--- config.mk ---
export PLATFORM = sky130hd
export DESIGN_NAME = uart_tx_buffer
export DESIGN_NICKNAME = d
export VERILOG_FILES = /design/src/rtl/uart_pkg.sv /design/src/rtl/uart_tx_buffer_uart_tx.sv /design/src/rtl/uart_tx_buffer.sv
export SDC_FILE = /design/constraint.sdc
export NUM_CORES = 1
export LEC_CHECK = 0
export CORE_MARGIN = 10
export CORE_UTILIZATION = 33
export CTS_CLUSTER_DIAMETER = 150
export DETAILED_ROUTE_END_ITERATION = 16
export GPL_ROUTABILITY_DRIVEN = 0
export HOLD_SLACK_MARGIN = 0.12
export SYNTH_ARGS = -nofsm -noshare
export SYNTH_HDL_FRONTEND = slang
export SYNTH_HIERARCHICAL = 1
export SYNTH_SLANG_ARGS = --single-unit
--- constraint.sdc ---
create_clock -name clk -period 3.26 [get_ports clk]
set_input_delay 0.489 -clock clk [delete_from_list [all_inputs] [get_ports clk]]
set_output_delay 0.489 -clock clk [all_outputs]
set_load 0.05 [all_outputs]
--- src/rtl/uart_pkg.sv ---
// uart_pkg: constants and state types shared by the UART transmit path.
//   DEFAULT_CLKS_PER_BIT : clk cycles per UART bit (12 MHz / 115200 baud)
//   BUF_ADDR_W / BUF_DEPTH : TX buffer address width and depth
//   tx_ctrl_state_t : buffer fetch controller states
//   ser_state_t     : byte serializer states
package uart_pkg;

    localparam int DEFAULT_CLKS_PER_BIT = 104;
    localparam int BUF_ADDR_W           = 9;
    localparam int BUF_DEPTH            = 1 << BUF_ADDR_W;

    typedef enum logic [2:0] {
        IDLE,
        FETCH,
        WAIT_RD,
        HOLD,
        DRAIN,
        DONE
    } tx_ctrl_state_t;

    typedef enum logic [1:0] {
        S_IDLE,
        S_START,
        S_DATA,
        S_STOP
    } ser_state_t;

endpackage

--- src/rtl/uart_tx_buffer_uart_tx.sv ---
// uart_tx: 8N1 byte serializer, LSB first, each bit held CLKS_PER_BIT cycles.
//   clk, reset : system clock, synchronous active-high reset
//   ser_data   : byte to send, taken when ser_load is high and ser_ready is high
//   ser_load   : load request from the fetch controller
//   ser_ready  : high in S_IDLE or on the last cycle of a stop bit
//   tx         : registered serial output, idle high
module uart_tx
    import uart_pkg::*;
#(
    parameter int CLKS_PER_BIT = DEFAULT_CLKS_PER_BIT
) (
    input  logic       clk,
    input  logic       reset,
    input  logic [7:0] ser_data,
    input  logic       ser_load,
    output logic       ser_ready,
    output logic       tx
);

    localparam int BW = (CLKS_PER_BIT > 1) ? $clog2(CLKS_PER_BIT) : 1;
    localparam logic [BW-1:0] BAUD_LAST = BW'(CLKS_PER_BIT - 1);
    localparam logic [BW-1:0] BAUD_ONE  = BW'(1);

    ser_state_t    state;
    logic [BW-1:0] baud;
    logic [2:0]    bit_idx;
    logic [7:0]    shreg;
    logic          bit_end;

    assign bit_end   = (baud == BAUD_LAST);
    // Ready on the last stop-bit cycle lets the next start bit follow with no gap.
    assign ser_ready = (state == S_IDLE) || ((state == S_STOP) && bit_end);

    // Baud counter restarts at every bit boundary, so frames never drift.
    always_ff @(posedge clk) begin
        if (reset) begin
            state   <= S_IDLE;
            baud    <= '0;
            bit_idx <= '0;
            shreg   <= '0;
            tx      <= 1'b1;
        end else if (ser_load && ser_ready) begin
            state   <= S_START;
            baud    <= '0;
            bit_idx <= '0;
            shreg   <= ser_data;
            tx      <= 1'b0;
        end else if (state == S_IDLE) begin
            baud <= '0;
            tx   <= 1'b1;
        end else if (!bit_end) begin
            baud <= baud + BAUD_ONE;
        end else begin
            baud <= '0;
            case (state)
                S_START: begin
                    tx      <= shreg[0];
                    shreg   <= shreg >> 1;
                    bit_idx <= '0;
                    state   <= S_DATA;
                end
                S_DATA: begin
                    if (bit_idx == 3'd7) begin
                        tx    <= 1'b1;
                        state <= S_STOP;
                    end else begin
                        tx      <= shreg[0];
                        shreg   <= shreg >> 1;
                        bit_idx <= bit_idx + 3'd1;
                    end
                end
                default: begin
                    tx    <= 1'b1;
                    state <= S_IDLE;
                end
            endcase
        end
    end

endmodule

--- src/rtl/uart_tx_buffer.sv ---
// uart_tx_buffer: reads a block of bytes from the TX buffer RAM (from address 0)
// and sends them back-to-back as 8N1 frames.
//   clk, reset : system clock, synchronous active-high reset
//   tx_start   : one-cycle request to send tx_len bytes (ignored while busy)
//   tx_len     : byte count 0..2^ADDR_W, larger values are clamped
//   tx_buf_rd  : RAM read data, valid the cycle after tx_buf_ren is sampled
//   tx_buf_ra  : RAM read address
//   tx_buf_ren : one-cycle read enable per byte
//   tx         : serial output, idle high
//   tx_busy    : high from accepted tx_start until tx_done
//   tx_done    : one-cycle pulse when the block is complete
module uart_tx_buffer
    import uart_pkg::*;
#(
    parameter int CLKS_PER_BIT = DEFAULT_CLKS_PER_BIT,
    parameter int ADDR_W       = BUF_ADDR_W
) (
    input  logic              clk,
    input  logic              reset,
    input  logic              tx_start,
    input  logic [ADDR_W:0]   tx_len,
    input  logic [7:0]        tx_buf_rd,
    output logic [ADDR_W-1:0] tx_buf_ra,
    output logic              tx_buf_ren,
    output logic              tx,
    output logic              tx_busy,
    output logic              tx_done
);

    localparam logic [ADDR_W:0] FULL_LEN = {1'b1, {ADDR_W{1'b0}}};
    localparam logic [ADDR_W:0] CNT_ONE  = {{ADDR_W{1'b0}}, 1'b1};

    tx_ctrl_state_t  state;
    logic [ADDR_W:0] len;
    logic [ADDR_W:0] fetched;
    logic [ADDR_W:0] sent;
    logic [7:0]      hold_data;
    logic            hold_valid;
    logic            rd_pending;
    logic            ser_ready;
    logic            ser_load;

    assign ser_load = hold_valid && ser_ready;

    uart_tx #(
        .CLKS_PER_BIT(CLKS_PER_BIT)
    ) u_ser (
        .clk      (clk),
        .reset    (reset),
        .ser_data (hold_data),
        .ser_load (ser_load),
        .ser_ready(ser_ready),
        .tx       (tx)
    );

    // Fetch controller. HOLD captures the outstanding read on its first cycle,
    // then waits there until the holding register drains before prefetching,
    // so at most one byte is held and one is in the serializer.
    always_ff @(posedge clk) begin
        if (reset) begin
            state      <= IDLE;
            len        <= '0;
            fetched    <= '0;
            sent       <= '0;
            hold_data  <= '0;
            hold_valid <= 1'b0;
            rd_pending <= 1'b0;
            tx_buf_ra  <= '0;
            tx_buf_ren <= 1'b0;
            tx_busy    <= 1'b0;
            tx_done    <= 1'b0;
        end else begin
            tx_buf_ren <= 1'b0;
            tx_done    <= 1'b0;

            if (ser_load) begin
                hold_valid <= 1'b0;
                sent       <= sent + CNT_ONE;
            end

            case (state)
                IDLE: begin
                    if (tx_start) begin
                        if (tx_len == '0) begin
                            tx_done <= 1'b1;
                            state   <= DONE;
                        end else begin
                            len     <= (tx_len > FULL_LEN) ? FULL_LEN : tx_len;
                            fetched <= '0;
                            sent    <= '0;
                            tx_busy <= 1'b1;
                            state   <= FETCH;
                        end
                    end
                end
                FETCH: begin
                    tx_buf_ren <= 1'b1;
                    tx_buf_ra  <= fetched[ADDR_W-1:0];
                    rd_pending <= 1'b1;
                    state      <= WAIT_RD;
                end
                WAIT_RD: begin
                    state <= HOLD;
                end
                HOLD: begin
                    if (rd_pending) begin
                        hold_data  <= tx_buf_rd;
                        hold_valid <= 1'b1;
                        fetched    <= fetched + CNT_ONE;
                        rd_pending <= 1'b0;
                    end else if (fetched == len) begin
                        state <= DRAIN;
                    end else if (!hold_valid) begin
                        state <= FETCH;
                    end
                end
                DRAIN: begin
                    // ser_ready here can only be the last stop cycle of the final frame.
                    if ((sent == len) && !hold_valid && ser_ready) begin
                        tx_done   <= 1'b1;
                        tx_busy   <= 1'b0;
                        tx_buf_ra <= '0;
                        state     <= DONE;
                    end
                end
                DONE: begin
                    tx_buf_ra <= '0;
                    state     <= IDLE;
                end
                default: begin
                    state <= IDLE;
                end
            endcase
        end
    end

endmodule
==> results_dict.tcl <==
set metrics [dict create \
    wl_mm 8.460 \
    synthCells 419 \
    final_core_util_pct 40.74 \
    gr-total-overflow 0 \
    cp_top_family "compound AO/OA/AOI/OAI gates" \
    dp_worst_setup_slack_ps 553.6 \
    grt_first_pass_wirelength_mm 14.72 \
    max_freq_mhz 370.8 \
    die_area_mm2 0.01604 \
    n_antenna_cell 0 \
    clk_latency_ps 330 \
    yosys.area.top_type "dfxtp_1" \
    async_reset_ff_share_pct 0 \
    syn_area_mm2 0.003752 \
    p_sw_share_pct 23.30 \
    drc_errors 0 \
    core_area_mm2 0.01098 \
    drt-initial-drc-count 187 \
    finalSetupTns_ps 0 \
    max_slew_margin_pct 56.68 \
    antenna_found_initial 0 \
    critPathArrivalTime_ps 2880 \
    post_cts_buffers 0 \
    rsz0062_at_grt "false" \
    grt.total_usage_pct 10.78 \
    holdCritPathClass "register to register" \
    cts_buffer_depth 2 \
    final_common_cell "dfxtp_1" \
    cts_buffers 9 \
    synth.area.top_cells "dfxtp_1 41%, xnor2_1 5.4%, nand2_1 4.5%, xor2_1 4.2%, nor2_1 4.1%" \
    cts_htree_levels 3 \
    ys_seq_area_share_pct 40.55 \
    setup_viol 0 \
    cts_tree "built" \
    synthToLayoutAreaGrowth_pct 19.24 \
    critical_path_buf_inv_count 1 \
    dp.cells 573 \
    cellPowerDensity_mw_per_mm2 491.7 \
    clkPwrFrac_pct 47.7 \
    power_frac_seq_pct 44.4 \
    cts_sinks 76 \
    fin_cells 589 \
    synth-edff-count 0 \
    total_power_mw 2.200 \
    fp-row-count 38 \
    p_sw_mw 0.5126 \
    io_buffers 33 \
    fp.dieH_um 126.6 \
    max-cap-violations 0 \
    whs_ps 447.3 \
    yosys.area.top_type_share_pct 40.55 \
    critPathSlowestCell "o31ai_2" \
    critical_path_class "register to register" \
    die_width_um 126.6 \
    end_kind "register" \
    period_share_pct 82.72 \
    cp_slowest_stage_delay_ps 630 \
    start_util_pct 34.16 \
    drive_gt1_share_pct 9.354 \
    ant_nets 0 \
    ys_seq_elements 76 \
    fillers 1103 \
    power.leakage_nw 1.537 \
    avgSynthCellArea_um2 8.955 \
    max_slew.worst_pin.slew_ps 647.5 \
    nets 474 \
    clk_pin_slew_ps 60 \
    start_kind "register" \
    io_pins 34 \
    path_max_fanout 10 \
    worst_slack_ps 563.2 \
    num_vias 3036 \
    pwr-share-comb_pct 7.8 \
    wire_per_inst_um 14.36 \
    ir_worst_vdd_mv 0.2692 \
    status "complete, no violations" \
    synth_nets 449 \
    post-route-min-period_ps 2697 \
    synth.distinct_cells 56 \
    ys.flop_type "dfxtp_1" \
    cts_hold_buf 0 \
    crit_chain "ha_1 -> and3_1 -> a41oi_2 -> inv_2 -> and3b_1 -> nand4_1 -> o31ai_2 -> o21ai_0" \
    clock_tree.root_cell "clkbuf_16" \
    finalClockSkew_ps 9.107 \
    grt_pass1_vias 3019 \
    via_per_inst 5.154 \
    layout_common_cells "76 x dfxtp_1, 45 x nand2_1, 41 x nor2_1, 32 x clkdlybuf4s50_1" \
    grt_start_max_net_pins 27 \
    worstPathRequired_ps 3450 \
    ys_warn_count 6 \
    stdcell_area_mm2 0.004474 \
    place_hpwl_mm 6.164 \
    dr.pass1.iters 4 \
    placed_area_mm2 0.004156 \
    post_cts_resized 0 \
    final_max_slew_viol_count 0 \
    finalHoldViolCount 0 \
    p_int_mw 1.687 \
]
## cells in the mapped netlist, types with 4 or more instances
cell      number
a211oi_1       5
a21oi_1       23
a22o_1         5
a22oi_1       10
a311oi_2       7
buf_2          4
buf_4          4
clkbuf_1      10
dfxtp_1       76
ha_1           9
inv_1         17
nand2_1       45
nand2b_1       5
nand3_1       14
nand4_1       11
nor2_1        41
nor3_1        19
nor4_1         4
o21ai_0       15
xnor2_1       23
xor2_1        18
## power groups by stage
stage	logic (mW)	clock network, mW	registers (mW)
floorplan	0.120	0	0.990
global placement	0.171	0	0.997
detailed placement	0.172	0	0.998
CTS	0.173	1.08	0.977
global route	0.190	1.12	0.980
finish	0.173	1.05	0.977
## per-layer routing
layer / part of all wire (%) / global-route usage (%)
met1: 48 / 13.58
met4: 0.54 / 3.617
met3: 5.1 / 3.665
met2: 47 / 16.83
met5: 0 / 0
## layout make-up
cell class | instances | area (um^2) | share of cell area [%]
clock inverters | 6 | 88.84 | 1.985
repair buffers | 34 | 332.8 | 7.438
flip-flops and latches | 76 | 1521 | 34.00
multi-input cells | 303 | 2052 | 45.86
inverters | 20 | 75.07 | 1.678
well taps | 140 | 175.2 | 3.915
clock buffers | 10 | 229.0 | 5.117
## path summary, 6_finish.rpt
path / to / slack [ps] / cells after the start / start
worst max-delay path: tx_buf_ra[1] / 560 / 8 / u_ser/baud[0]
worst min-delay path: u_ser/baud[0] / 450 / 1 / u_ser/baud[0]
worst max register to register: tx_buf_ra[1] / 560 / 8 / u_ser/baud[0]
worst min register to register: u_ser/baud[0] / 450 / 1 / u_ser/baud[0]
## registers in the layout, indices dropped and copies added, names as in the netlist, 2 cells and up
register,count
state,3
u_ser/baud,7
tx_buf_ra,9
u_ser/shreg,8
len,10
hold_data,8
sent,10
u_ser/bit_idx,3
u_ser/state,2
fetched,10
## kinds of logic after synthesis
family,share of synthesized area [%]
mux,0.5335
simple gates,24.44
compound gates,17.14
fa+ha+maj,3.001
buf+inv,4.768
xor+xnor,9.570
flops,40.55
Note: power is estimated with default switching activity, not from simulation.
